[config.mk]
export PLATFORM = sky130hd
export DESIGN_NAME = multicycle_control_flat
export DESIGN_NICKNAME = d
export VERILOG_FILES = /design/src/rtl/multicycle_control_if.sv /design/src/rtl/multicycle_control.sv /design/src/flat_wrapper.sv
export SDC_FILE = /design/constraint.sdc
export NUM_CORES = 1
export LEC_CHECK = 0
export ABC_AREA = 0
export CAP_MARGIN = 20
export CORE_AREA = 3 3 48 50
export CTS_BUF_LIST = sky130_fd_sc_hd__clkbuf_8
export DETAILED_ROUTE_END_ITERATION = 12
export DIE_AREA = 0 0 51 53
export GPL_TIMING_DRIVEN = 0
export PLACE_DENSITY = 0.84
export SLEW_MARGIN = 15
export SYNTH_ARGS = -nofsm -noshare
export SYNTH_HDL_FRONTEND = slang
export SYNTH_SLANG_ARGS = --single-unit
[constraint.sdc]
create_clock -name clk -period 1.27 [get_ports clk]
set_input_delay 0.254 -clock clk [delete_from_list [all_inputs] [get_ports clk]]
set_output_delay 0.254 -clock clk [all_outputs]
set_load 0.02 [all_outputs]
[src/rtl/multicycle_control_if.sv]
// multicycle_control_if: opcode/flag inputs and datapath control outputs of the multicycle control unit
interface multicycle_control_if;
  logic [5:0] Op;
  logic       Zero;
  logic [1:0] ALUOp;
  logic       ALUSrcA;
  logic [1:0] ALUSrcB;
  logic       IorD;
  logic [1:0] PCSrc;
  logic       IRWrite;
  logic       MemWrite;
  logic       RegWrite;
  logic       RegDst;
  logic       MemtoReg;
  logic       PCEn;
  logic [3:0] State;
  modport master (
    input  Op, Zero,
    output ALUOp, ALUSrcA, ALUSrcB, IorD, PCSrc, IRWrite, MemWrite, RegWrite, RegDst, MemtoReg, PCEn, State
  );
  modport slave (
    output Op, Zero,
    input  ALUOp, ALUSrcA, ALUSrcB, IorD, PCSrc, IRWrite, MemWrite, RegWrite, RegDst, MemtoReg, PCEn, State
  );
endinterface

[src/rtl/multicycle_control.sv]
// multicycle_control: Moore FSM sequencing the multicycle MIPS datapath; MCCTRL_ADDI_EN adds the addi states
module multicycle_control (
  input logic clk,
  input logic reset,
  multicycle_control_if.master bus
);
  typedef enum logic [3:0] {
    FETCH, DECODE, MEMADR, MEMREAD, MEMWB, MEMWRITE, EXECUTE, ALUWB, BRANCH, ADDIEXEC, ADDIWB, JUMP
  } state_t;
  typedef struct packed {
    logic [1:0] alu_op;
    logic       alu_src_a;
    logic [1:0] alu_src_b;
    logic       iord;
    logic [1:0] pc_src;
    logic       ir_write;
    logic       mem_write;
    logic       reg_write;
    logic       reg_dst;
    logic       mem_to_reg;
    logic       pc_write;
    logic       branch;
  } ctrl_t;
  localparam logic [5:0] LW = 6'b100011;
  state_t state, nxt;
  ctrl_t c;
  function automatic ctrl_t decode(state_t s);
    ctrl_t d = '0;
    case (s)
      FETCH:    begin d.ir_write = 1'b1; d.pc_write = 1'b1; d.alu_src_b = 2'b01; end
      DECODE:   d.alu_src_b = 2'b11;
      MEMADR:   begin d.alu_src_a = 1'b1; d.alu_src_b = 2'b10; end
      MEMREAD:  d.iord = 1'b1;
      MEMWB:    begin d.mem_to_reg = 1'b1; d.reg_write = 1'b1; end
      MEMWRITE: begin d.iord = 1'b1; d.mem_write = 1'b1; end
      EXECUTE:  begin d.alu_src_a = 1'b1; d.alu_op = 2'b10; end
      ALUWB:    begin d.reg_dst = 1'b1; d.reg_write = 1'b1; end
      BRANCH:   begin d.alu_src_a = 1'b1; d.alu_op = 2'b01; d.pc_src = 2'b01; d.branch = 1'b1; end
`ifdef MCCTRL_ADDI_EN
      ADDIEXEC: begin d.alu_src_a = 1'b1; d.alu_src_b = 2'b10; end
      ADDIWB:   d.reg_write = 1'b1;
`endif
      JUMP:     begin d.pc_src = 2'b10; d.pc_write = 1'b1; end
      default:  d = '0;
    endcase
    return d;
  endfunction
  always_comb begin
    nxt = FETCH;
    case (state)
      FETCH:    nxt = DECODE;
      DECODE:
        case (bus.Op)
          6'b100011, 6'b101011: nxt = MEMADR;
          6'b000000: nxt = EXECUTE;
          6'b000100: nxt = BRANCH;
`ifdef MCCTRL_ADDI_EN
          6'b001000: nxt = ADDIEXEC;
`endif
          6'b000010: nxt = JUMP;
          default:   nxt = FETCH;
        endcase
      MEMADR:   nxt = bus.Op == LW ? MEMREAD : MEMWRITE;
      MEMREAD:  nxt = MEMWB;
      EXECUTE:  nxt = ALUWB;
`ifdef MCCTRL_ADDI_EN
      ADDIEXEC: nxt = ADDIWB;
`endif
      default:  nxt = FETCH;
    endcase
  end
  // outputs are registered alongside the state they decode, so they stay a pure function of state
  always_ff @(posedge clk) begin
    state <= reset ? FETCH : nxt;
    c     <= decode(reset ? FETCH : nxt);
  end
  assign bus.ALUOp    = c.alu_op;
  assign bus.ALUSrcA  = c.alu_src_a;
  assign bus.ALUSrcB  = c.alu_src_b;
  assign bus.IorD     = c.iord;
  assign bus.PCSrc    = c.pc_src;
  assign bus.RegDst   = c.reg_dst;
  assign bus.MemtoReg = c.mem_to_reg;
  assign bus.State    = state;
  // write enables are squashed while reset is held so an aborted instruction leaves no partial write
  assign bus.IRWrite  = c.ir_write & ~reset;
  assign bus.MemWrite = c.mem_write & ~reset;
  assign bus.RegWrite = c.reg_write & ~reset;
  assign bus.PCEn     = (c.pc_write | (c.branch & bus.Zero)) & ~reset;
endmodule

[src/flat_wrapper.sv]
// flat-port wrapper written by rule: the top's interface ports become plain ports
module multicycle_control_flat 
  (clk, reset, bus_Op, bus_Zero, bus_ALUOp, bus_ALUSrcA, bus_ALUSrcB, bus_IorD, bus_PCSrc, bus_IRWrite, bus_MemWrite, bus_RegWrite, bus_RegDst, bus_MemtoReg, bus_PCEn, bus_State);
  multicycle_control_if bus_i ();
  input logic clk;
  input logic reset;
  input wire logic [$bits(bus_i.Op)-1:0] bus_Op;
  input wire logic [$bits(bus_i.Zero)-1:0] bus_Zero;
  output wire logic [$bits(bus_i.ALUOp)-1:0] bus_ALUOp;
  output wire logic [$bits(bus_i.ALUSrcA)-1:0] bus_ALUSrcA;
  output wire logic [$bits(bus_i.ALUSrcB)-1:0] bus_ALUSrcB;
  output wire logic [$bits(bus_i.IorD)-1:0] bus_IorD;
  output wire logic [$bits(bus_i.PCSrc)-1:0] bus_PCSrc;
  output wire logic [$bits(bus_i.IRWrite)-1:0] bus_IRWrite;
  output wire logic [$bits(bus_i.MemWrite)-1:0] bus_MemWrite;
  output wire logic [$bits(bus_i.RegWrite)-1:0] bus_RegWrite;
  output wire logic [$bits(bus_i.RegDst)-1:0] bus_RegDst;
  output wire logic [$bits(bus_i.MemtoReg)-1:0] bus_MemtoReg;
  output wire logic [$bits(bus_i.PCEn)-1:0] bus_PCEn;
  output wire logic [$bits(bus_i.State)-1:0] bus_State;
  assign bus_i.Op = bus_Op;
  assign bus_i.Zero = bus_Zero;
  assign bus_ALUOp = bus_i.ALUOp;
  assign bus_ALUSrcA = bus_i.ALUSrcA;
  assign bus_ALUSrcB = bus_i.ALUSrcB;
  assign bus_IorD = bus_i.IorD;
  assign bus_PCSrc = bus_i.PCSrc;
  assign bus_IRWrite = bus_i.IRWrite;
  assign bus_MemWrite = bus_i.MemWrite;
  assign bus_RegWrite = bus_i.RegWrite;
  assign bus_RegDst = bus_i.RegDst;
  assign bus_MemtoReg = bus_i.MemtoReg;
  assign bus_PCEn = bus_i.PCEn;
  assign bus_State = bus_i.State;
  multicycle_control u_core (.clk(clk), .reset(reset), .bus(bus_i));
endmodule
==> qor.yml <==
floorplan:
  core_region_area_mm2: 0.00194
  placementRows: 16
  die_area_mm2: 0.00270
  die_y_um: 53
  io-pin-count: 27
  chipWidth_um: 51
  start_util_pct: 40.3
route:
  wl_um: 2400
  viasPerCell: 5.09
  routed-wl-met3_um: 83
  drc: 0
  vias: 789
  wl_met2_um: 1280
  routedWlPerCell_um: 15.5
  drt_iter0_markers: 7
  dr.max_layer_used: "met4"
  wl_met1_um: 978
  postRouteAntennaNets: 0
  dr.pass1.iters: 4
sta:
  tightestPinTransition_ns: 0.284
  period_minus_slack_ns: 1.44
  timing.final.ws_setup_ns: -0.175
  grt_setup_unrepaired: "yes"
  fmax_ghz: 0.692
  setup_viol: 15
  period_share_pct: 114
  hold_violations: 0
  max-slew-margin-rel_pct: 80.9
  setup_tns_ns: -1.35
  finalMaxSlewViolations: 0
  skew_ns: 0.00143
logic_synthesis:
  synth_top_family_by_area: "simple AND/OR/NAND/NOR gates"
  synth_area_um2: 783
  synth_cell_types: 30
  synth_cells: 83
  avgSynthCellArea_um2: 9.44
  ys_ff_latch: 18
  netlist.area_leader.share_pct: 46.0
  muxShareOfSynthArea_pct: 0
  synth-simple-area-share_pct: 29.4
  yosysWarnings: 0
  synthXorXnorAreaFrac_pct: 3.35
  synth_top_cell_by_area: "dfxtp_1"
  synth_compound_area_share_pct: 14.1
  synth_nets: 92
  synth_area_leaders: "dfxtp_1 (46%), nor2_1 (6.2%), buf_4 (5.8%), nand2_1 (3.4%), a31oi_4 (2.7%)"
  ys_seq_area_share_pct: 46.0
  synth_fa_ha_area_share_pct: 0
clock_network:
  cts_buffers: 3
  ctsHoldBuffers: 0
  cts.clk_slew.worst_paths_ns: 0.06
  cts_tree: "yes"
  clockBufferDepth: 2
  cts_num_sinks: 18
  worst_skew_pair.late_latency_ns: 0.25
  clockRootBuffer: "clkbuf_8"
  cts_htree_levels: 1
worst_setup_path:
  reg2reg_to: "u_core.c[4]"
  slowest_delay_ns: 0.37
  criticalPathCategory: "flop to flop"
  crit_chain: "nor3b_4 > o211ai_2 > a31oi_4 > buf_6 > xnor2_2 > nor2_1"
  r2r_slack_ns: -0.17
  reg2reg_from: "u_core.bus.State[2]"
  worstSetupStartpointType: "flop"
  cp-startpoint: "u_core.bus.State[2]"
  cp.required_ns: 1.42
  crit_end: "u_core.c[4]"
  reg2regPathDepth: 6
  cp.arrival_ns: 1.59
  slowest_stage: "dfxtp_4"
  end_kind: "flop"
  cp_max_fo: 4
power_and_ir_drop:
  power.leakage_nw: 0.621
  finalPower_mw: 1.26
  pwr_density_cell_mw_per_mm2: 920
  ir_drop_uv: 1020
global_route:
  grt_max_degree: 11
  grt_antenna_before_repair: 0
  grt_pass1_wl_um: 3710
  overflow: 0
  grt_pass1_vias: 815
  grtUsageTotal_pct: 18.7
run_status:
  outcome: "finished, violations left"
  violations: "setup timing"
placed_design:
  dp_hpwl_um: 1300
  port_buffers: 26
  routabilityCongestion: 0.756
  dp.cells: 136
layout:
  fillers: 143
  regArea_um2: 373
  stdcell_count: 155
  antenna_cells: 0
  multi_input_area_um2: 504
  layout-drive-gt1-share_pct: 51.6
  area_delta_synth_final_pct: 74.4
  nets: 138
hold_path:
  min_path_type: "primary input to flop"
  hold_depth: 5
job:
  drv_cap: 0
-- sequential cells by signal, indices dropped and copies added, names as in the netlist --
register	count
u_core.bus.State	4
u_core.bus.MemtoReg	1
u_core.bus.IorD	1
u_core.bus.ALUSrcB	2
u_core.c	5
u_core.bus.ALUOp	2
u_core.bus.PCSrc	1
u_core.bus.ALUSrcA	1
u_core.bus.RegDst	1
-- power by group --
part | internal [mW] | switching, mW
logic | 0.109 | 0.111
clock network | 0.275 | 0.179
registers | 0.574 | 0.00831
total | 0.958 | 0.298
-- worst max-delay path: cells and delay by family, from the launching register on --
family	cells	cell delay, ns
AOI/OAI and AO/OA	2	0.43
DFF	1	0.37
and+or+nand+nor	2	0.30
buffers and inverters	1	0.15
xor gates and xnor gates	1	0.10
-- kinds of logic after synthesis --
family | Yosys count
buffers and inverters | 9
xor gates and xnor gates | 3
DFF | 18
and+or+nand+nor | 41
AOI/OAI and AO/OA | 12
-- cell usage in the layout, fill, tap and decap left out, types with 2 or more instances in the layout --
cell	count
clkbuf_8	4
dlygate4sd2_1	15
xnor2_2	2
dfxtp_1	14
clkdlybuf4s15_2	2
a21oi_1	3
clkbuf_2	4
nand2_2	3
clkdlybuf4s15_1	2
nor2_1	10
buf_2	2
nand4_1	3
dfxtp_4	3
buf_6	4
nor2_2	3
buf_4	18
nor2b_1	3
nand2_1	3
-- cell type report --
cell class,count,share of cell area (%)
Timing Repair Buffer,41,24.8
Multi-Input combinational cell,56,36.9
Sequential cell,18,27.3
Inverter,3,1.19
Clock buffer,4,4.03
Buffer,6,3.30
Tap cell,27,2.47
-- worst min path at each step --
stage | start | endpoint | slack, ns
finish | bus_Op[4] | u_core.bus.ALUSrcB[1] | 0.54
global route | bus_Op[4] | u_core.bus.ALUSrcB[1] | 0.58
CTS | bus_Op[2] | u_core.bus.PCSrc[1] | 0.60
detailed placement | u_core.bus.State[3] | u_core.bus.RegDst | 0.63
global placement | u_core.bus.State[3] | u_core.bus.RegDst | 0.63
floorplan | bus_Op[5] | u_core.bus.PCSrc[1] | 0.45
-- cells in the mapped netlist --
cell and number:
a21boi_1 1, a21oi_1 4, a311oi_2 1, a31o_1 1, a31o_2 1, a31oi_4 1
and3_1 2, and4bb_1 1, buf_4 6, dfxtp_1 18, inv_1 1, inv_2 2
nand2_1 7, nand2b_1 1, nand3_1 3, nand3b_1 1, nand4_1 3, nor2_1 13
nor2_2 1, nor2b_1 3, nor3_1 2, nor3b_1 1, nor3b_4 1, nor4_2 1
nor4b_1 1, o211ai_2 1, o21a_1 1, o32ai_1 1, xnor2_1 2, xor2_1 1
-- routing by layer --
layer	up-vias	track usage, %
li1	374	-
met5	-	0
met2	23	33.7
met1	386	20.0
met4	0	8.97
met3	6	5.07
-- through the flow --
step,setup slack (ns),utilization (%),hold WS (ns),cell area (um^2)
3_3_place_gp,-0.622,56.6,0.627,1100
5_1_grt,-0.243,70.4,0.582,1370
6_report,-0.175,70.4,0.542,1370
2_1_floorplan,-0.0807,-,0.445,805
3_5_place_dp,-0.673,56.6,0.625,1100
4_1_cts,-0.180,69.0,0.600,1340
-- what timing repair did --
action                                  in CTS  in global routing
gates resized for setup                     68                 14
setup buffers                               11                  4
pin swaps                                   19                  9
endpoints found under the setup margin      35                 21
Note: power is estimated with default switching activity, not from simulation.
